`src/rtl/seq_pkg.sv`:
```
// Shared constants for the serial-bit input path and the sequence detector.
package seq_pkg;
  localparam int   DEFAULT_DEBOUNCE_CYCLES = 1_000_000;  // 10 ms at 100 MHz
  localparam int   DEFAULT_FIFO_DEPTH      = 4;
  localparam logic BIT_ZERO                = 1'b0;
  localparam logic BIT_ONE                 = 1'b1;
endpackage

```
`src/rtl/debounce_sync.sv`:
```
// Two-flop synchronizer, mismatch-counting debouncer and press strobe for
// one raw button/VIO level.
module debounce_sync
  import seq_pkg::*;
#(
  parameter int DEBOUNCE_CYCLES = DEFAULT_DEBOUNCE_CYCLES
) (
  input  logic i_clk,
  input  logic i_rst_n,
  input  logic i_raw,
  output logic o_press
);

  localparam int            CW      = $clog2(DEBOUNCE_CYCLES);
  localparam logic [CW-1:0] CNT_MAX = CW'(DEBOUNCE_CYCLES - 1);

  logic          r_sync1;
  logic          r_sync2;
  logic          r_stable;
  logic [CW-1:0] r_cnt;
  logic          w_mismatch;
  logic          w_expire;

  assign w_mismatch = r_sync2 ^ r_stable;
  assign w_expire   = w_mismatch && (r_cnt == CNT_MAX);

  // Bring the asynchronous level into the clock domain.
  always_ff @(posedge i_clk or negedge i_rst_n) begin
    if (!i_rst_n) begin
      r_sync1 <= 1'b0;
      r_sync2 <= 1'b0;
    end else begin
      r_sync1 <= i_raw;
      r_sync2 <= r_sync1;
    end
  end

  // Accept a level change only after it has persisted; any agreement restarts the count.
  always_ff @(posedge i_clk or negedge i_rst_n) begin
    if (!i_rst_n) begin
      r_stable <= 1'b0;
      r_cnt    <= '0;
    end else if (!w_mismatch) begin
      r_cnt <= '0;
    end else if (w_expire) begin
      r_stable <= ~r_stable;
      r_cnt    <= '0;
    end else begin
      r_cnt <= r_cnt + CW'(1);
    end
  end

  // Strobe coincides with the edge at which stable goes 0->1; releases are silent.
  assign o_press = w_expire & ~r_stable;

endmodule

```
`src/rtl/seq_bit_source.sv`:
```
// Turns debounced "enter 0" / "enter 1" presses into a queued serial bit
// stream with a valid/ready interface toward the sequence detector.
module seq_bit_source
  import seq_pkg::*;
#(
  parameter int DEBOUNCE_CYCLES = DEFAULT_DEBOUNCE_CYCLES,
  parameter int FIFO_DEPTH      = DEFAULT_FIFO_DEPTH
) (
  input  logic                        clk_100M,
  input  logic                        clear_n,
  input  logic                        input_0,
  input  logic                        input_1,
  output logic                        bit_valid,
  output logic                        bit_data,
  input  logic                        bit_ready,
  output logic [$clog2(FIFO_DEPTH):0] fifo_count,
  output logic                        overflow,
  output logic                        conflict
);

  localparam int AW = $clog2(FIFO_DEPTH);
  localparam int CW = AW + 1;

  logic          w_press_0;
  logic          w_press_1;
  logic          w_event;
  logic          w_both;
  logic          w_event_bit;
  logic          w_empty;
  logic          w_full;
  logic          w_pop;
  logic          w_push;

  logic [AW-1:0] r_wptr;
  logic [AW-1:0] r_rptr;
  logic [CW-1:0] r_count;
  logic          r_overflow;
  logic          r_conflict;
  logic          r_mem [FIFO_DEPTH];

  debounce_sync #(.DEBOUNCE_CYCLES(DEBOUNCE_CYCLES)) u_deb_0 (
    .i_clk   (clk_100M),
    .i_rst_n (clear_n),
    .i_raw   (input_0),
    .o_press (w_press_0)
  );

  debounce_sync #(.DEBOUNCE_CYCLES(DEBOUNCE_CYCLES)) u_deb_1 (
    .i_clk   (clk_100M),
    .i_rst_n (clear_n),
    .i_raw   (input_1),
    .o_press (w_press_1)
  );

  // Simultaneous presses are ambiguous, so neither is queued.
  assign w_event     = w_press_0 ^ w_press_1;
  assign w_both      = w_press_0 & w_press_1;
  assign w_event_bit = w_press_1 ? BIT_ONE : BIT_ZERO;

  assign w_empty = (r_count == '0);
  assign w_full  = (r_count == CW'(FIFO_DEPTH));
  assign w_pop   = !w_empty && bit_ready;
  assign w_push  = w_event && (!w_full || w_pop);

  // Pointer, occupancy and sticky-flag bookkeeping.
  always_ff @(posedge clk_100M or negedge clear_n) begin
    if (!clear_n) begin
      r_wptr     <= '0;
      r_rptr     <= '0;
      r_count    <= '0;
      r_overflow <= 1'b0;
      r_conflict <= 1'b0;
    end else begin
      if (w_push) r_wptr <= r_wptr + AW'(1);
      if (w_pop)  r_rptr <= r_rptr + AW'(1);
      case ({w_push, w_pop})
        2'b10:   r_count <= r_count + CW'(1);
        2'b01:   r_count <= r_count - CW'(1);
        default: r_count <= r_count;
      endcase
      if (w_event && w_full && !w_pop) r_overflow <= 1'b1;
      if (w_both)                      r_conflict <= 1'b1;
    end
  end

  // Bit storage; contents are only observed through the occupancy-gated head.
  always_ff @(posedge clk_100M) begin
    if (w_push) r_mem[r_wptr] <= w_event_bit;
  end

  assign bit_valid  = !w_empty;
  assign bit_data   = !w_empty && r_mem[r_rptr];
  assign fifo_count = r_count;
  assign overflow   = r_overflow;
  assign conflict   = r_conflict;

endmodule

```
`config.mk`:
```
export PLATFORM = sky130hd
export DESIGN_NAME = seq_bit_source
export DESIGN_NICKNAME = d
export VERILOG_FILES = /design/src/rtl/seq_pkg.sv /design/src/rtl/debounce_sync.sv /design/src/rtl/seq_bit_source.sv
export SDC_FILE = /design/constraint.sdc
export NUM_CORES = 1
export LEC_CHECK = 0
export ABC_AREA = 1
export CORE_MARGIN = 1
export CORE_UTILIZATION = 30
export CTS_BUF_LIST = sky130_fd_sc_hd__clkbuf_8
export DETAILED_ROUTE_END_ITERATION = 12
export HOLD_SLACK_MARGIN = 0.02
export PLACE_DENSITY = 0.54
export SLEW_MARGIN = 20
export SYNTH_ARGS = -nofsm -noshare
export SYNTH_HDL_FRONTEND = slang
export SYNTH_SLANG_ARGS = --single-unit
```
`constraint.sdc`:
```
create_clock -name clk_100M -period 7.9 [get_ports clk_100M]
set_input_delay 1.185 -clock clk_100M [delete_from_list [all_inputs] [get_ports clk_100M]]
set_output_delay 1.185 -clock clk_100M [all_outputs]
set_load 0.005 [all_outputs]
```
After elaboration in Yosys (flattened, before gate mapping) --
Memories as Yosys holds them, arrays and structs flattened. Index checks and enable logic that the tools add are counted.
Storage, ports and cells: register bits 55, bits in writable memories 4, input port bits 5, output and inout port bits 7, word-level logic and storage cells 56, memories kept 1
Operators by class: add/sub/neg operators 6, eq/ne operators 5, multiplexer cells 8, bitwise operators 8, reductions and logical operators 15
Memories:
- r_mem | depth 4, width 1, read ports 1, clocked after Yosys merged registers in 0, wr ports 1, line seq_bit_source.sv:39 | logic r_mem [FIFO_DEPTH];
Operators with widths (count):
- $mux W20 | 4
- $add A20 B1 Y20 const B | 2
- $eq A20 B20 Y1 const B | 2
- $logic_and A1 B1 Y1 | 7
- $pmux W3 S2 | 1
- $add A2 B1 Y2 const B | 2
- $reduce_and A2 Y1 | 2
- $add A3 B1 Y3 const B | 1
- $and A1 B1 Y1 | 3
- $eq A3 B3 Y1 const B | 1
- $logic_not A1 Y1 | 3
- $logic_not A3 Y1 | 1
- $mux W1 | 3
- $sub A3 B1 Y3 const B | 1
- $xor A1 B1 Y1 | 3
- $eq A2 B1 Y1 const B | 1
- $eq A2 B2 Y1 const B | 1
- $not A1 Y1 | 2
- $reduce_bool A2 Y1 | 1
- $logic_or A1 B1 Y1 | 1

Longest topological paths before layout --
Gate-level depths: netlist of run 1.
word-level depth 7, depth in mapped cells 17, mapped depth without buffers 17

By module --
Synthesis of run 1 repeated with hierarchy kept, for this count alone.
Unflattened totals: cell total of the unflattened synthesis 408, area total of the unflattened synthesis 3284.4 µm²
By module, submodules not included:
- debounce_sync (u_deb_0) | instances 1, cells each 164, area an instance 1268.7 µm², sequential area each 575.6 µm²
- debounce_sync (u_deb_1) | instances 1, cells each 164, area an instance 1267.5 µm², sequential area each 575.6 µm²
- seq_bit_source | instances 1, cells each 80, area an instance 748.2 µm², sequential area each 345.3 µm²

Worst setup path after synthesis of run 1 --
No wires, ideal clock.
kind register -> register, start point register u_deb_1.r_cnt[0], end point register r_count[2] (netlist: fifo_count[2]), setup time 0.113 ns, arrival time 2.469 ns, data required time 7.787 ns, slack 5.318 ns, cell stages (with the launch flop) 17, buffers on the path 0, clock period less this slack 2.582 ns, path through dfrtp_1 -> ha_1 -> nand2_1 -> nor2_4 -> nand2_2 -> nor4_1 -> ha_1 -> nand2_2 -> nand2_2 -> inv_1 -> fa_1 -> inv_1 -> nand2_1 -> nand2_1 -> nand2_1 -> nand2_1 -> inv_1
Between the ends: cells in the longest elaborated chain, start to end 7, elaborated cells between the ends (all ways) 9, those cells by class 3 x eq/ne; 1 x mux; 2 x bitwise; 3 x reduce/logical
Ends and longest elaborated chain:
- start, declared | line debounce_sync.sv:20 | logic [CW-1:0] r_cnt;
- start signal, assigned | line debounce_sync.sv:49 | r_cnt <= r_cnt + CW'(1);
- $eq A20 B20 Y1 * | line debounce_sync.sv:25 | assign w_expire = w_mismatch && (r_cnt == CNT_MAX);
- $logic_and A1 B1 Y1 * | line debounce_sync.sv:25
- $and A1 B1 Y1 * | line debounce_sync.sv:54 | assign o_press = w_expire & ~r_stable;
- named net u_deb_1.o_press | line debounce_sync.sv:11 | output logic o_press
- $xor A1 B1 Y1 * | line seq_bit_source.sv:56 | assign w_event = w_press_0 ^ w_press_1;
- $logic_and A1 B1 Y1 * | line seq_bit_source.sv:63 | assign w_push = w_event && (!w_full || w_pop);
- $eq A2 B1 Y1 / $eq A2 B2 Y1 (equally long branches) | line seq_bit_source.sv:76 | case ({w_push, w_pop})
- $pmux W3 S2 / $reduce_bool A2 Y1 (equally long branches)
- end signal, assigned | line seq_bit_source.sv:77 | 2'b10: r_count <= r_count + CW'(1);
- end signal, assigned | line seq_bit_source.sv:78 | 2'b01: r_count <= r_count - CW'(1);
- end signal, assigned | line seq_bit_source.sv:79 | default: r_count <= r_count;
- end, declared | line seq_bit_source.sv:36 | logic [CW-1:0] r_count;
Mark *: on every way through the listed nets, which the timed path passes. The rest lies on a longest branch. A chain may end at the register's enable or synchronous reset.

Worst setup path in the final report of run 1 --
start point register u_deb_1.r_cnt[1], end point register r_count[2] (netlist: fifo_count[2])
The elaborated chain is that of the path after synthesis.

==> impl.org, run 1 <==
** Run status
- Outcome :: complete, no violations

** Synthesis
- Of all cell types, the one taking the most synthesized area is sky130_fd_sc_hd__dfrtp_1.
- Seq/Total Area, Yosys :: 45.3%
- Post-synth EDFFs :: 4
- Share of synthesized flip-flops with an asynchronous set or reset :: 93.2%
- Most frequent cell after synthesis :: sky130_fd_sc_hd__nand2_1
- Ranking of synthesized cells by area :: sky130_fd_sc_hd__dfrtp_1, sky130_fd_sc_hd__nand2_1, sky130_fd_sc_hd__nor2_1, sky130_fd_sc_hd__inv_1, sky130_fd_sc_hd__nand2_2
- Yosys reg bits :: 59
- Number of different library cells in the post-synthesis netlist :: 32
- Net count after synthesis :: 419
- The top cell type by area accounts for 41.6% of the synthesized area.
- Cell types with the highest counts after synthesis :: sky130_fd_sc_hd__nand2_1, sky130_fd_sc_hd__nor2_1, sky130_fd_sc_hd__dfrtp_1
- After synthesis the cells add up to 3310 um2.
- The most used flip-flop cell after synthesis is sky130_fd_sc_hd__dfrtp_1.
- During synthesis, Yosys emitted a total of 0 warnings.
- A synthesized cell averages 8.15 um2.
- After technology mapping, the gate count stands at 406.

** CTS
- Clock network latency to the later pin of the worst-skew pair :: 0.34 ns
- Post-cts sizing count :: 0
- The number of setup buffers added after CTS is 0.
- Clock Tree Root :: sky130_fd_sc_hd__clkbuf_8
- Clock transition time at the flip-flop clock pins of the worst setup and hold paths :: 0.07 ns
- TritonCTS created 9 clock buffers.
- In this run, post-CTS hold repair placed 0 buffers.
- CTS Sinks :: 59
- The H-tree was split into 3 levels.
- TritonCTS built the clock tree.
- Number of buffers on the longest clock path :: 2

** Route
- Via count :: 2508
- After detailed routing, the number of vias per cell comes to 4.41.
- For this block, the routed nets add up to 6310 um of wire.
- After detailed routing, the number of remaining DRC violations is 0.
- Router iterations before antenna repair :: 5
- The count of nets left with antenna violations once routing finished came out at 0.
- First-iteration detailed-routing DRC count :: 92
- In the final routed layout, each cell accounts on average for 11.1 um.

** Timing
- The worst path in the final design needs a cycle of 2.98 ns, including I/O delays and setup.
- For this run, the top clock speed supported by timing is 336 MHz.
- Headroom to the max-slew limit came out at 43.6%.
- For the pin with the worst max-slew slack, the measured transition is 0.846 ns.
- The clock arrives with 0.00744 ns of skew.
- Adding up every negative setup slack in the final design gives 0 ns.
- Setup repair after global routing left no endpoint under its margin.
- # setup viols final :: 0
- The number of slew-limit violations in the final report was 0.
- After layout, the worst path uses 37.7% of the clock period.
- Number of hold violations in the final report :: 0

** Global route
- Met1 usage in global routing :: 16.0%
- Global-route track usage on met2 :: 19.1%
- Summed over all layers, the global routing overflow is 0.
- Entering global routing, the biggest net connects 56 pins.
- Global routing consumed, on the met3 layer, 3.28% of the routing resources.
- The number of antenna violations at the first check in global routing is 0.
- The first global-routing pass estimated 11000 um of wire.
- Global routing used 12.3% of the available tracks across all layers.
- Global routing's busiest layer :: met2
- Vias in the first global route :: 2436

** Worst setup path
- The signal on the critical path passes through ha_1 -> nand2_1 -> nor2_4 -> nand2_2 -> nor4_1 -> ha_1 -> nand2_2 -> nand2_2 -> inv_1 -> fa_1 -> inv_1 -> nand2_1 -> nand2_1 -> nand2_1 -> nand2_1 -> inv_1.
- Worst path most repeated cell :: sky130_fd_sc_hd__nand2_1
- STA classifies the critical path endpoint as a register.
- Count of buffer and inverter cells on the critical path :: 3
- Slowest stage delay, CP :: 0.67 ns
- Critical-path top delay cell :: sky130_fd_sc_hd__nor4_1
- Grouping stages by cell kind, the critical path spends the most delay in simple AND/OR/NAND/NOR gates.
- At the worst endpoint, the required time is 8.14 ns.
- CP Launch Type :: register
- The setup path with the least slack is of type register to register.
- Crit path max fanout :: 8
- CP Data Arrival Time :: 3.22 ns

** Final layout
- From synthesis to final layout, the design area changed by 13.2%.
- 0 antenna diodes ended up in the layout.
- The final layout contains 441 nets.
- Counting the fill cells in the layout gives 1050.
- The finished layout holds 569 standard cells, fillers aside.
- Share of post-route cells with drive strength above 1 :: 18.9%

** Placement
- Detailed-placement wirelength estimate :: 4650 um
- I/O Buffers :: 11
- Post-placement cell count :: 553
- At the end of routability-driven placement, the weighted congestion stood at 0.766.

** Die
- The die covers 11400 um2.
- The core region is 10500 um2.
- From left edge to right edge, the die measures 107 um.
- Floorplan die height :: 107 um
- After floorplanning, the core was divided into 37 placement rows.
- The initial utilization of the core area, before any placement, comes to 31.5%.
- Pin placement for this block handled 12 I/O pins.

** Pwr
- Power per Cell Area :: 182 nW/um2
- Comb pwr share :: 15.6%
- The clock network is responsible for 34.5% of the overall power.
- Sequential share of power :: 49.9%
- Leakage power :: 1.78 nW
- Net switching component of the power :: 0.192 mW
- In this run switching power makes up 28.1% of total power.
- Design internal power :: 0.491 mW
- Worst voltage drop across the vdd grid :: 0.0846 mV

** Hold path
- The path class of the tightest hold or removal check is register to register.

** Run
- Number of maximum-capacitance violations :: 0
per-stage QoR:
stage	power, mW	setup WS (ns)	instance area, um2	hold slack [ns]	utilization [%]
global placement	0.453	5.03	3580	0.338	34.1
detailed placement	0.456	4.91	3580	0.345	34.1
CTS	0.695	4.90	3740	0.356	35.6
global route	0.724	4.65	3740	0.369	35.6
finish	0.682	4.92	3740	0.348	35.6
floorplan	0.405	5.32	3310	0.331	-
final timing paths:
path | startpoint | endpoint | slack, ns | depth (start not counted)
worst max-delay path | u_deb_1.r_cnt[1] | fifo_count[2] | 4.92 | 16
worst min-delay path | u_deb_1.r_sync1 | u_deb_1.r_sync2 | 0.35 | 0
worst max register to register | u_deb_1.r_cnt[1] | fifo_count[2] | 4.92 | 16
worst min register to register | u_deb_1.r_sync1 | u_deb_1.r_sync2 | 0.35 | 0
max in group asynchronous | clear_n | u_deb_0.r_cnt[10] | 6.44 | 2
min in group asynchronous | clear_n | u_deb_0.r_cnt[9] | 0.98 | 2
cells in the final DEF (no fill, tap or decap), types with 6 or more instances in the layout:
master                            Yosys  routed
sky130_fd_sc_hd__nor2_1              66      66
sky130_fd_sc_hd__inv_1               49      52
sky130_fd_sc_hd__nand2_1             88      88
sky130_fd_sc_hd__xor2_1              14      14
sky130_fd_sc_hd__ha_1                 7       7
sky130_fd_sc_hd__inv_2               11      11
sky130_fd_sc_hd__a21oi_1              6       6
sky130_fd_sc_hd__clkbuf_8             0      10
sky130_fd_sc_hd__dfrtp_1             55      55
sky130_fd_sc_hd__nor2_2              16      16
sky130_fd_sc_hd__clkdlybuf4s50_1      0      10
sky130_fd_sc_hd__nand4_1              7       7
sky130_fd_sc_hd__nand3_1             15      15
sky130_fd_sc_hd__nor3_1               7       7
sky130_fd_sc_hd__nor2_4               7       7
sky130_fd_sc_hd__nand2_2             22      22
sequential cells by signal (all words and copies together), names as in the netlist:
register,flops
u_deb_1.r_sync2,1
r_mem,4
u_deb_0.r_sync2,1
u_deb_1.r_cnt,20
u_deb_0.r_stable,1
conflict,1
u_deb_1.r_sync1,1
r_wptr,2
u_deb_0.r_sync1,1
overflow,1
u_deb_0.r_cnt,20
u_deb_1.r_stable,1
fifo_count,3
r_rptr,2
power groups by stage:
| stage | sequential (mW) | combinational, mW | clock [mW] |
|---|---|---|---|
| floorplan | 0.343 | 0.0621 | 0 |
| global placement | 0.346 | 0.106 | 0 |
| detailed placement | 0.347 | 0.109 | 0 |
| CTS | 0.341 | 0.110 | 0.244 |
| global route | 0.343 | 0.123 | 0.258 |
| finish | 0.340 | 0.107 | 0.235 |
routing by layer:
| layer | vias up | wire length, um |
|---|---|---|
| met2 | 31 | 2840 |
| met1 | 1169 | 3130 |
| met3 | 10 | 221 |
| li1 | 1298 | - |
| met4 | 0 | 116 |
| met5 | - | 0 |
layout make-up:
type	instances	area, um2	share of cell area (%)
clock buffers	10	138	3.68
repair buffers	12	113	3.01
flip-flops and latches	59	1500	40.0
inverters	60	225	6.02
well taps	136	170	4.55
clock inverters	6	26.3	0.702
multi-input cells	286	1570	42.1
worst reg2reg max path, stage by stage (launching register included):
cell and delay, ns:
sky130_fd_sc_hd__dfrtp_1 0.35, sky130_fd_sc_hd__ha_1 0.17, sky130_fd_sc_hd__nand2_1 0.10, sky130_fd_sc_hd__nor2_4 0.16, sky130_fd_sc_hd__nand2_2 0.11, sky130_fd_sc_hd__nor4_1 0.68, sky130_fd_sc_hd__ha_1 0.31, sky130_fd_sc_hd__nand2_2 0.13
sky130_fd_sc_hd__nand2_2 0.12, sky130_fd_sc_hd__inv_1 0.06, sky130_fd_sc_hd__fa_1 0.38, sky130_fd_sc_hd__inv_1 0.07, sky130_fd_sc_hd__nand2_1 0.06, sky130_fd_sc_hd__nand2_1 0.06, sky130_fd_sc_hd__nand2_1 0.04, sky130_fd_sc_hd__nand2_1 0.05
sky130_fd_sc_hd__inv_1 0.04
logic make-up (layout without fill, tap and decap cells):
kind of cell | Yosys count | after routing | share of synthesized area [%]
AND/OR/NAND/NOR | 241 | 241 | 35.8
flip-flops | 59 | 59 | 45.3
AO/OA/AOI/OAI | 18 | 18 | 3.52
XOR/XNOR | 19 | 19 | 5.03
buffers and inverters | 61 | 88 | 7.15
adder cells (fa/ha/maj) | 8 | 8 | 3.25
No activity file was read; power rests on OpenSTA's default activity.
==> run 2: changes to the inputs <==
--- a/config.mk
+++ b/config.mk
@@ -11,7 +11,7 @@
 export CTS_BUF_LIST = sky130_fd_sc_hd__clkbuf_8
 export DETAILED_ROUTE_END_ITERATION = 12
 export HOLD_SLACK_MARGIN = 0.02
-export PLACE_DENSITY = 0.54
+export PLACE_DENSITY = 0.56
 export SLEW_MARGIN = 20
 export SYNTH_ARGS = -nofsm -noshare
 export SYNTH_HDL_FRONTEND = slang
==> constraint.sdc (replaced) <==
create_clock -name clk_100M -period 2.5 [get_ports clk_100M]
set_input_delay 0.375 -clock clk_100M [delete_from_list [all_inputs] [get_ports clk_100M]]
set_output_delay 0.375 -clock clk_100M [all_outputs]
set_load 0.005 [all_outputs]
==> impl.org, run 2 (synthesized netlist as in run 1, its figures left out) <==
** Run status
- The flow ran to the end, and the final reports show no timing, DRC or antenna violations.

** Pwr
- Pwr Total :: 2.14 mW (+210%)
- Worst voltage drop across the vdd grid :: 0.271 mV (+220%)
- The power per standard cell area was 550 nW/um2 (+200%).
- Leakage power :: 1.86 nW (+4.1%)

** Die
- The number of placement rows is 37 (unchanged).
- The die boundary height came to 107 um (unchanged).
- The width of the die came to 107 um (unchanged).
- The die footprint was 11400 um2 (unchanged).
- The I/O pin count was 12 (unchanged).
- The initial standard-cell utilization of the core is 31.5% (unchanged).
- The core region area was 10500 um2 (unchanged).

** Final layout
- The count of fill cells added during filler insertion came to 1095 (+4.3%).
- Design area :: 3890 um2 (+3.8%)
- The antenna cell count was 0 (unchanged).
- Leaving out fill and tap cells, the most frequent cell in the layout is sky130_fd_sc_hd__nand2_1.
- The largest registers in the layout are u_deb_0.r_cnt (20), u_deb_1.r_cnt (20), r_mem (4).
- Share of post-route cells with drive strength above 1 :: 22.8% (+3.9 points)
- The number of nets in the layout was 455 (+3.2%).
- Commonest cells after routing, fill and taps aside :: sky130_fd_sc_hd__nand2_1, sky130_fd_sc_hd__nor2_1, sky130_fd_sc_hd__dfrtp_1, sky130_fd_sc_hd__inv_1, sky130_fd_sc_hd__nand2_2
- Compared with the post-synthesis result, the final layout area differs by 17.5%.

** Global route
- The wire length of the first global-routing pass came to 11100 um (+0.88%).
- The pin count of the biggest net entering global routing is 32 (-43%).
- The number of global-route vias before repair is 2349 (-3.6%).
- The met3 demand-to-capacity share in global routing is 4.62% (+1.3 points).
- Global route overflow :: 0 (unchanged)
- The layer flagged by global routing as most heavily used is met2.
- Initial antenna violation count :: 0 (unchanged)
- GRT Overall Usage :: 12.6% (+0.31 points)
- The met1 layer usage reported by global route is 16.7% (+0.67 points).
- Global-route track usage on met2 :: 18.6% (-0.55 points)

** Route
- Router iterations before antenna repair :: 4 (-1)
- Routed wire length :: 6260 um (-0.86%)
- The number of DRC violations after detailed-routing iteration 0 came to 79 (-14%).
- Via count :: 2498 (-0.40%)
- Average wire per standard cell :: 10.7 um (-3.2%)
- Post-route antenna net violation count :: 0 (unchanged)
- Number of vias per cell after detailed routing :: 4.28 (-2.8%)
- The remaining routing DRC violations is 0 (unchanged).

** CTS
- Deepest level of the CTS H-tree :: 3 (unchanged)
- The clock sink total is 59 (unchanged).
- The tree is rooted in a sky130_fd_sc_hd__clkbuf_8.
- The clock slew at the register clock pins of the worst setup and hold paths is 0.07 ns (about the same).
- TritonCTS built the clock tree.
- CTS Buf Count :: 9 (unchanged)
- Number of buffers on the longest clock path :: 2 (unchanged)
- The clock network latency to the later pin of the worst-skew pair is 0.34 ns (about the same).
- The hold buffer count at CTS is 0 (unchanged).

** Timing
- The measured slew at the worst slew-check pin was 0.608 ns (-0.238 ns).
- The number of slew-limit violations in the final report came to 0 (unchanged).
- Final worst clock skew :: 0.00875 ns (+0.00131 ns)
- Highest Clock Rate :: 430 MHz (+28%)
- The total negative setup slack was 0 ns (unchanged).
- Number of hold violations in the final report :: 0 (unchanged)
- The number of failing setup endpoints in the final timing report was 0 (unchanged).
- Post-layout min period :: 2.32 ns (-0.652 ns)
- Headroom to the max-slew limit :: 59.5% (+16 points)
- Period utilisation layout :: 93.0% (+55 points)

** Worst setup path
- The data arrival time of the critical path came to 2.56 ns (-0.66 ns).
- The worst setup path is captured at a register.
- Crit path max fanout :: 4 (-4)
- CP Class :: register to register
- The critical path required time is 2.74 ns (-5.40 ns).
- STA classifies the critical path startpoint as a register.

** Placement
- The HPWL reported at the end of detailed placement is 4680 um (+0.68%).
- The quantity of I/O buffers inserted on ports came to 11 (unchanged).
- Cell area reported after detailed placement :: 3630 um2 (+1.4%)
- The final weighted congestion in routability-driven placement is 0.812 (+5.9%).

** Hold path
- Class of the most critical hold timing path :: primary input to asynchronous set/reset pin

** Run
- Number of maximum-capacitance violations :: 0 (unchanged)
## run 2: cell types whose count changed in the layout (fill, tap and decap cells not counted), moves of 2 or more
cell,delta
sky130_fd_sc_hd__buf_4,+13
sky130_fd_sc_hd__inv_2,+2
sky130_fd_sc_hd__nor4_1,-2
sky130_fd_sc_hd__nor4_4,+2
## run 2: cell type report
class,count,area (um2),area share [%]
clock inverters,7,30.0,0.773
inverters,60,225,5.80
clock buffers,9,124,3.19
multi-input cells,286,1610,41.4
flip-flops and latches,59,1500,38.5
well taps,136,170,4.38
repair buffers,26,230,5.92
## run 2: repair_timing
| action | 4_1_cts | 5_1_grt |
|---|---|---|
| setup buffers | 0 | 10 |
| gates resized for setup | 0 | 8 |
| setup endpoints to repair | 0 | 2 |
## run 2: worst paths after layout
check	end	cells past startpoint	startpoint	slack, ns
worst max-delay path	fifo_count[1]	12	u_deb_1.r_cnt[6]	0.18
worst min-delay path	u_deb_1.r_cnt[13]	1	clear_n	0.03
worst max register to register	fifo_count[1]	12	u_deb_1.r_cnt[6]	0.18
worst min register to register	u_deb_1.r_sync2	0	u_deb_1.r_sync1	0.35
max in group asynchronous	u_deb_0.r_cnt[16]	2	clear_n	1.89
min in group clk_100M	u_deb_1.r_sync2	0	u_deb_1.r_sync1	0.35
## run 2: per-stage QoR
stage                     hold WS [ns]  std cells  worst slack (ns)  utilization (%)
final                           0.0333        583             0.175             37.0
after global routing            0.0526        583          -0.00346             37.0
after CTS                       0.0538        573            0.0365             36.0
after detailed placement         0.335        557            0.0621             34.5
after global placement           0.339        557             0.146             34.5
after floorplan                 0.0794        406            0.0461                -
## run 2: worst max-delay path, stage by stage, from the launching register on
cell,delay (ns)
sky130_fd_sc_hd__dfrtp_1,0.42
sky130_fd_sc_hd__nor2_1,0.14
sky130_fd_sc_hd__nand2_1,0.06
sky130_fd_sc_hd__nor2_1,0.10
sky130_fd_sc_hd__nand2_1,0.09
sky130_fd_sc_hd__nor4_4,0.29
sky130_fd_sc_hd__ha_1,0.31
sky130_fd_sc_hd__nand2_2,0.10
sky130_fd_sc_hd__nand2_2,0.07
sky130_fd_sc_hd__inv_1,0.08
sky130_fd_sc_hd__fa_2,0.43
sky130_fd_sc_hd__nand2_1,0.08
sky130_fd_sc_hd__nand2_1,0.04
## run 2: metal layers
layer	wire, um	up-vias
met1	3190	1127
li1	-	1324
met4	120	0
met2	2700	38
met5	0	-
met3	249	9
## run 2: where the power goes
| part | total [mW] | internal [mW] | switching [mW] |
|---|---|---|---|
| sequential | 1.08 | 1.02 | 0.0607 |
| clock | 0.715 | 0.340 | 0.376 |
| combinational | 0.343 | 0.171 | 0.172 |
==> run 3: changes to the inputs <==
--- a/config.mk
+++ b/config.mk
@@ -6,12 +6,14 @@
 export NUM_CORES = 1
 export LEC_CHECK = 0
 export ABC_AREA = 1
+export CORE_ASPECT_RATIO = 0.8
 export CORE_MARGIN = 1
 export CORE_UTILIZATION = 30
 export CTS_BUF_LIST = sky130_fd_sc_hd__clkbuf_8
 export DETAILED_ROUTE_END_ITERATION = 12
 export HOLD_SLACK_MARGIN = 0.02
 export PLACE_DENSITY = 0.56
+export REMOVE_ABC_BUFFERS = 1
 export SLEW_MARGIN = 20
 export SYNTH_ARGS = -nofsm -noshare
 export SYNTH_HDL_FRONTEND = slang
==> impl.org, run 3 (synthesized netlist as in run 1, its figures left out) <==
** CTS
- CTS Sinks :: 59 (unchanged)
- Clock transition time at the flip-flop clock pins of the worst setup and hold paths :: 0.07 ns (about the same)
- Clock Tree Root :: sky130_fd_sc_hd__clkbuf_8
- The maximum clock path buffer count came to 2 (unchanged).
- The number of CTS-inserted buffers is 9 (unchanged).
- The deepest level of the CTS H-tree is 3 (unchanged).
- TritonCTS built the clock tree.
- The clock network latency to the later pin of the worst-skew pair was 0.34 ns (about the same).

** Timing
- The top achievable clock speed came to 435 MHz (+1.2%).
- Number of hold violations in the final report :: 0 (unchanged)
- Number of pins exceeding their max-slew limit in the final report :: 0 (unchanged)
- Setup repair after global routing missed its margin :: false
- Post-layout min period :: 2.30 ns (-0.0277 ns)
- Slew of the pin with the lowest slew margin :: 0.498 ns (-0.110 ns)
- Post-route worst setup slack :: 0.203 ns (+0.0277 ns)
- # setup viols final :: 0 (unchanged)
- Period utilisation layout :: 91.9% (-1.1 points)
- Headroom to the max-slew limit :: 66.8% (+7.3 points)
- Final worst clock skew :: 0.0156 ns (+0.00681 ns)

** Final layout
- The antenna cell count is 0 (unchanged).
- The fraction of final layout cells sized beyond drive strength 1 is 22.5% (-0.30 points).
- Most common cell after layout, fill and taps aside :: sky130_fd_sc_hd__nand2_1
- The number of cells in the finished layout apart from fillers is 584 (+0.17%).
- Post-synthesis to final-layout area growth :: 18.6%
- The number of nets in the layout is 453 (-0.44%).
- The largest registers in the layout are u_deb_0.r_cnt (20), u_deb_1.r_cnt (20), r_mem (4).
- The share of the core filled with cells in the final layout was 37.4% (+0.41 points).
- In the layout the commonest cells are sky130_fd_sc_hd__nand2_1, sky130_fd_sc_hd__nor2_1, sky130_fd_sc_hd__dfrtp_1, sky130_fd_sc_hd__inv_1, sky130_fd_sc_hd__nand2_2.

** Die
- Overall die width :: 119 um (+12%)
- The die boundary height came to 95.9 um (-10%).
- Total Die Area :: 11400 um2 (about the same)
- The number of placement rows was 33 (-11%).
- The core region area is 10500 um2 (-0.20%).
- Starting Density :: 31.5% (+0.064 points)
- Number of I/O pins :: 12 (unchanged)

** Worst setup path
- The data arrival time of the critical path came to 2.53 ns (-0.03 ns).
- Critical path cell sequence :: ha_1 -> nand2_2 -> nor2_8 -> nand2_4 -> nor4_4 -> ha_1 -> nand2_2 -> nand2_2 -> inv_1 -> fa_2 -> inv_1 -> nand2_1 -> nand2_1 -> nand2_1 -> nand2_1 -> inv_1
- CP Capture Type :: register
- Critical-path top delay cell :: sky130_fd_sc_hd__dfrtp_1
- The minimum setup slack among reg-to-reg paths is 0.20 ns (+0.03 ns).
- The endpoint identified for the worst register-to-register timing path is fifo_count[2].
- Reg2Reg Launch Point :: u_deb_0.r_cnt[0]
- In this design, the critical path's most frequently occurring cell is sky130_fd_sc_hd__nand2_1.
- STA classifies the critical path startpoint as a register.
- The worst setup path is of the register to register kind.
- Crit path max fanout :: 4 (unchanged)
- The number of cells on the worst reg-to-reg path was 16 (+4).
- Slowest stage delay, CP :: 0.35 ns (-0.08 ns)
- The critical path required time is 2.74 ns (about the same).
- In this run the worst setup path begins at u_deb_0.r_cnt[0].

** Global route
- Global-route wire length before repair :: 11500 um (+3.7%)
- Initial antenna violation count :: 0 (unchanged)
- Global route overflow :: 0 (unchanged)
- The pin count of the biggest net entering global routing was 23 (-28%).
- The number of global-route vias before repair came to 2448 (+4.2%).
- The aggregate global-route resource usage was 13.0% (+0.39 points).

** Placement
- Detailed-placement wirelength estimate :: 4850 um (+3.5%)
- The quantity of I/O buffers inserted on ports is 11 (unchanged).
- The final weighted congestion in routability-driven placement came to 0.774 (-4.7%).
- The placed cell count is 563 (+1.1%).
- Pre-CTS WS :: -0.000310 ns (-0.0624 ns)

** Route
- The count of vias placed by the detailed router is 2559 (+2.4%).
- The remaining routing DRC violations was 0 (unchanged).
- Average wire per standard cell :: 11.1 um (+3.1%)
- Router iterations before antenna repair :: 4 (unchanged)
- Routed wire length :: 6470 um (+3.3%)
- The number of DRC violations after detailed-routing iteration 0 is 154 (+95%).
- The number of antenna-violating nets in the routed design is 0 (unchanged).
- The routed via count divided by cell count came to 4.38 (+2.3%).

** Run status
- Outcome :: complete, no violations

** Pwr
- Worst voltage drop across the vdd grid :: 0.223 mV (-18%)
- Pwr Total :: 2.33 mW (+9.0%)
- The power per standard cell area is 594 nW/um2 (+8.0%).
- Leakage power :: 1.86 nW (about the same)

** Run
- Number of maximum-capacitance violations :: 0 (unchanged)

** Hold path
- Along the worst hold path, the cell count comes to 0.
- Class of the most critical hold timing path :: register to register
- Worst Hold Launch :: u_deb_0.r_sync1
- End point of the worst hold path :: u_deb_0.r_sync2
==> run 3: stage by stage <==
step | area [um2] | TNS [ns] | hold WS, ns
floorplan | 3300 | -0.132 | 0.0794
global placement | 3630 | 0 | 0.332
global route | 3920 | 0 | 0.354
finish | 3920 | 0 | 0.347
detailed placement | 3630 | -0.000310 | 0.336
CTS | 3850 | 0 | 0.352
==> run 3: how the worst max path moves through the flow <==
| stage | end | slack, ns |
|---|---|---|
| finish | fifo_count[2] | 0.20 |
| global route | fifo_count[2] | 0.02 |
| CTS | fifo_count[2] | 0.003 |
| detailed placement | fifo_count[2] | -0.0003 |
| global placement | fifo_count[2] | 0.08 |
| floorplan | fifo_count[2] | -0.08 |
==> run 3: cell type report <==
class	count	area [um2]
Fill cell	1070	6570
Multi-Input combinational cell	286	1610
Sequential cell	59	1500
Inverter	60	225
Timing Repair Buffer	24	205
Tap cell	140	175
Clock buffer	12	165
Clock inverter	3	38.8
==> run 3: per-layer routing <==
| layer | vias to the layer above | wire, um | global-route usage (%) |
|---|---|---|---|
| li1 | 1318 | - | - |
| met1 | 1203 | 3500 | 18.1 |
| met2 | 31 | 2690 | 19.4 |
| met3 | 7 | 180 | 3.73 |
| met4 | 0 | 94 | 4.38 |
| met5 | - | 0 | 0 |
==> run 3: power by group <==
part,switching (mW),internal [mW],leakage (nW)
Combinational,0.176,0.169,0.969
Clock,0.376,0.532,0.110
Sequential,0.0586,1.02,0.777
Total,0.611,1.72,1.86
==> run 3: worst max-delay path: cells and delay by family (launching register included) <==
kind	cells	cell delay (ns)
buffers and inverters	3	0.15
adder cells (fa/ha/maj)	3	0.73
AND/OR/NAND/NOR	10	0.97
flip-flops	1	0.35
==> run 3: repair_timing <==
item / CTS / global route
hold buffers: 1 / 0
endpoints found under the hold margin: 18 / 0
setup endpoints to repair: 1 / 2
setup buffers: 0 / 5
gates resized for setup: 1 / 8
pin swaps: 0 / 2
==> variant 1: new RTL, config.mk and constraints of run 3 <==
Change the package constant `DEFAULT_DEBOUNCE_CYCLES` from 1_000_000 to 500_000.
--- a/src/rtl/seq_pkg.sv
+++ b/src/rtl/seq_pkg.sv
@@ -2,3 +2,3 @@
 package seq_pkg;
-  localparam int   DEFAULT_DEBOUNCE_CYCLES = 1_000_000;  // 10 ms at 100 MHz
+  localparam int   DEFAULT_DEBOUNCE_CYCLES = 500_000;  // 10 ms at 100 MHz
   localparam int   DEFAULT_FIFO_DEPTH      = 4;
Check against the original RTL: same outputs for any inputs over 10 cycles, from zero or initial values; that may be too few to reach the edited logic, so the function may still have changed.
==> variant 1 against run 3 <==
  * Power down 3.2%
  * Hold slack got worse by 0.29 ns
  * Sequential share of layout area increased by 0.64 points
  * Worst setup slack lost 0.061 ns
  * Design area decreased by 5.0%
  * Non-clock buffer count rose by 1
  * Clock skew shrank 0.0040 ns
  * First-iteration DRC count rose by 20%
  * Routed wire length down 5.1%
  * Cell count shrank 1.4%
  * Sequential cell count fell by 2
  * Synthesized area decreased by 5.1%
  * Highest routed layer unchanged
==> variant 1: results (changes against run 3) <==
Route
  – Avg WL per Cell: 10.6 µm (-3.8%)
  – Via count: 2,467 (-3.6%)
  – DR iter-0 viols: 185 (+20%)

Layout
  – Layout cell share with drive strength beyond 1: 0.143 (-0.0820)
  – Filler Cells Inserted: 1,022 (-4.5%)
  – N_diodes: 0 (unchanged)
  – Nets@finish: 448 (-1.1%)
  – Non-Filler Instances: 576 (-1.4%)
  – Top Registers: u_deb_0.r_cnt (19), u_deb_1.r_cnt (19), r_mem (4)

Place
  – DP Worst Slack: -0.0261 ns (-0.0258 ns)
  – Port Buf Inserts: 11 (unchanged)
  – DP HPWL: 4.49 mm (-7.4%)
  – Placed cell count: 554 (-1.6%)
  – Placer Congestion: 0.852 (+10%)

Clock network
  – Worst-path clk slew: 0.07 ns (about the same)
  – Clk_lat worst skew: 0.34 ns (about the same)
  – TritonCTS buffer count: 9 (unchanged)

Power and ir drop
  – Sw power: 0.616 mW (+0.82%)
  – Max VDD drop: 0.205 mV (-8.4%)
  – Leakage: 1.72 nW (-7.5%)

Critical path
  – CP delay by family, top: adder cells
  – Max FO, Critical Path: 3 (-1)
  – Max stage delay cell, worst path: fa_1
  – Worst EP arrival: 2.59 ns (+0.06 ns)
  – Peak per-stage delay on the critical path: 0.44 ns (+0.09 ns)

Logic synthesis
  – Sequential share of the synthesized area: 0.461 (+0.00859)
  – Ys Warns: 0 (unchanged)
  – Fraction of registers with async set/reset: 0.930 (-0.00238)
  – Top_reg_cell synth: dfrtp_1
  – Syn Inst Count: 401 (-1.2%)
  – Commonest cells post-synth: 89 x nand2_1, 86 x nor2_1, 63 x inv_1
  – Synth unique cells: 30 (-6.3%)
  – Synth top area cells: dfrtp_1 42%, nand2_1 11%, nor2_1 10%

GRT
  – Largest net degree at the start of global routing: 30 (+30%)
  – Total GRT Usage: 0.128 (-0.00272)
  – Vias in the first global route: 2,317 (-5.4%)
  – First-pass GRT wire length: 10.6 mm (-7.8%)

Timing
  – Worst Clk Skew: 0.0115 ns (-0.00405 ns)
  – Least-Margin Pin Slew: 0.637 ns (+0.139 ns)

Outcome
  – Status: finished, final reports clean

Worst hold path
  – Worst hold path type: in -> async
-- variant 1: changes by cell type in the layout (fill, tap and decap cells not counted), sizes merged, moves of 3 or more --
cell | before | now
nand2 | 113 | 96
nor2 | 91 | 97
inv | 61 | 65
nand3 | 17 | 21
xor2 | 14 | 18
xnor2 | 5 | 2
-- variant 1: path summary, 6_finish.rpt --
kind | end | slack (ns) | from | cells after the start
worst max register to register | fifo_count[1]$_DFFE_PN0P_ | 0.14 | u_deb_1.r_cnt[0]$_DFF_PN0_ | 12
worst max-delay path | fifo_count[1]$_DFFE_PN0P_ | 0.14 | u_deb_1.r_cnt[0]$_DFF_PN0_ | 12
worst min-delay path | u_deb_1.r_cnt[7]$_DFF_PN0_ | 0.06 | clear_n | 1
min in group clk_100M | u_deb_1.r_sync2$_DFF_PN0_ | 0.35 | u_deb_1.r_sync1$_DFF_PN0_ | 0
max in group asynchronous | u_deb_1.r_cnt[12]$_DFF_PN0_ | 1.82 | clear_n | 2
worst min register to register | u_deb_1.r_sync2$_DFF_PN0_ | 0.35 | u_deb_1.r_sync1$_DFF_PN0_ | 0
-- variant 1: per-stage QoR --
stage                     TNS [ns]  instance area, µm²   util
after global routing       -0.0274                3720  0.377
after CTS                        0                3650  0.370
after global placement           0                3450  0.349
after detailed placement   -0.0261                3450  0.349
final                            0                3720  0.377
after floorplan                  0                3120      -
-- variant 1: repair_timing --
action / CTS / global route
gates resized for setup: 1 / 8
pin swaps: 0 / 8
setup buffers: 0 / 6
endpoints found under the setup margin: 1 / 2
-- variant 1: area by class of cell --
| class | instances | area, µm² | share of cell area |
|---|---|---|---|
| Sequential cell | 57 | 1450 | 0.388 |
| Inverter | 64 | 240 | 0.0645 |
| Clock buffer | 10 | 138 | 0.0369 |
| Multi-Input combinational cell | 278 | 1460 | 0.392 |
| Clock inverter | 6 | 58.8 | 0.0158 |
| Timing Repair Buffer | 25 | 210 | 0.0564 |
| Tap cell | 136 | 170 | 0.0457 |
-- variant 1: logic make-up after synthesis --
kind of cell    share of synthesized area
simple gates                        0.328
buf+inv                            0.0826
flops                               0.461
xor+xnor                           0.0558
compound gates                     0.0383
fa+ha+maj                          0.0343
-- variant 1: layer usage --
metal / up-vias / wire length, µm / track usage
met5: - / 0 / 0
met1: 1133 / 3150 / 0.174
li1: 1291 / - / -
met2: 35 / 2640 / 0.187
met4: 0 / 103 / 0.0556
met3: 8 / 231 / 0.0363
-- variant 1: power by group through the flow --
stage	clock network, mW	registers [mW]	logic [mW]
after floorplan	0	1.05	0.182
after global placement	0	1.06	0.320
after detailed placement	0	1.06	0.332
after CTS	0.892	1.04	0.334
after global routing	0.937	1.05	0.393
final	0.864	1.04	0.345
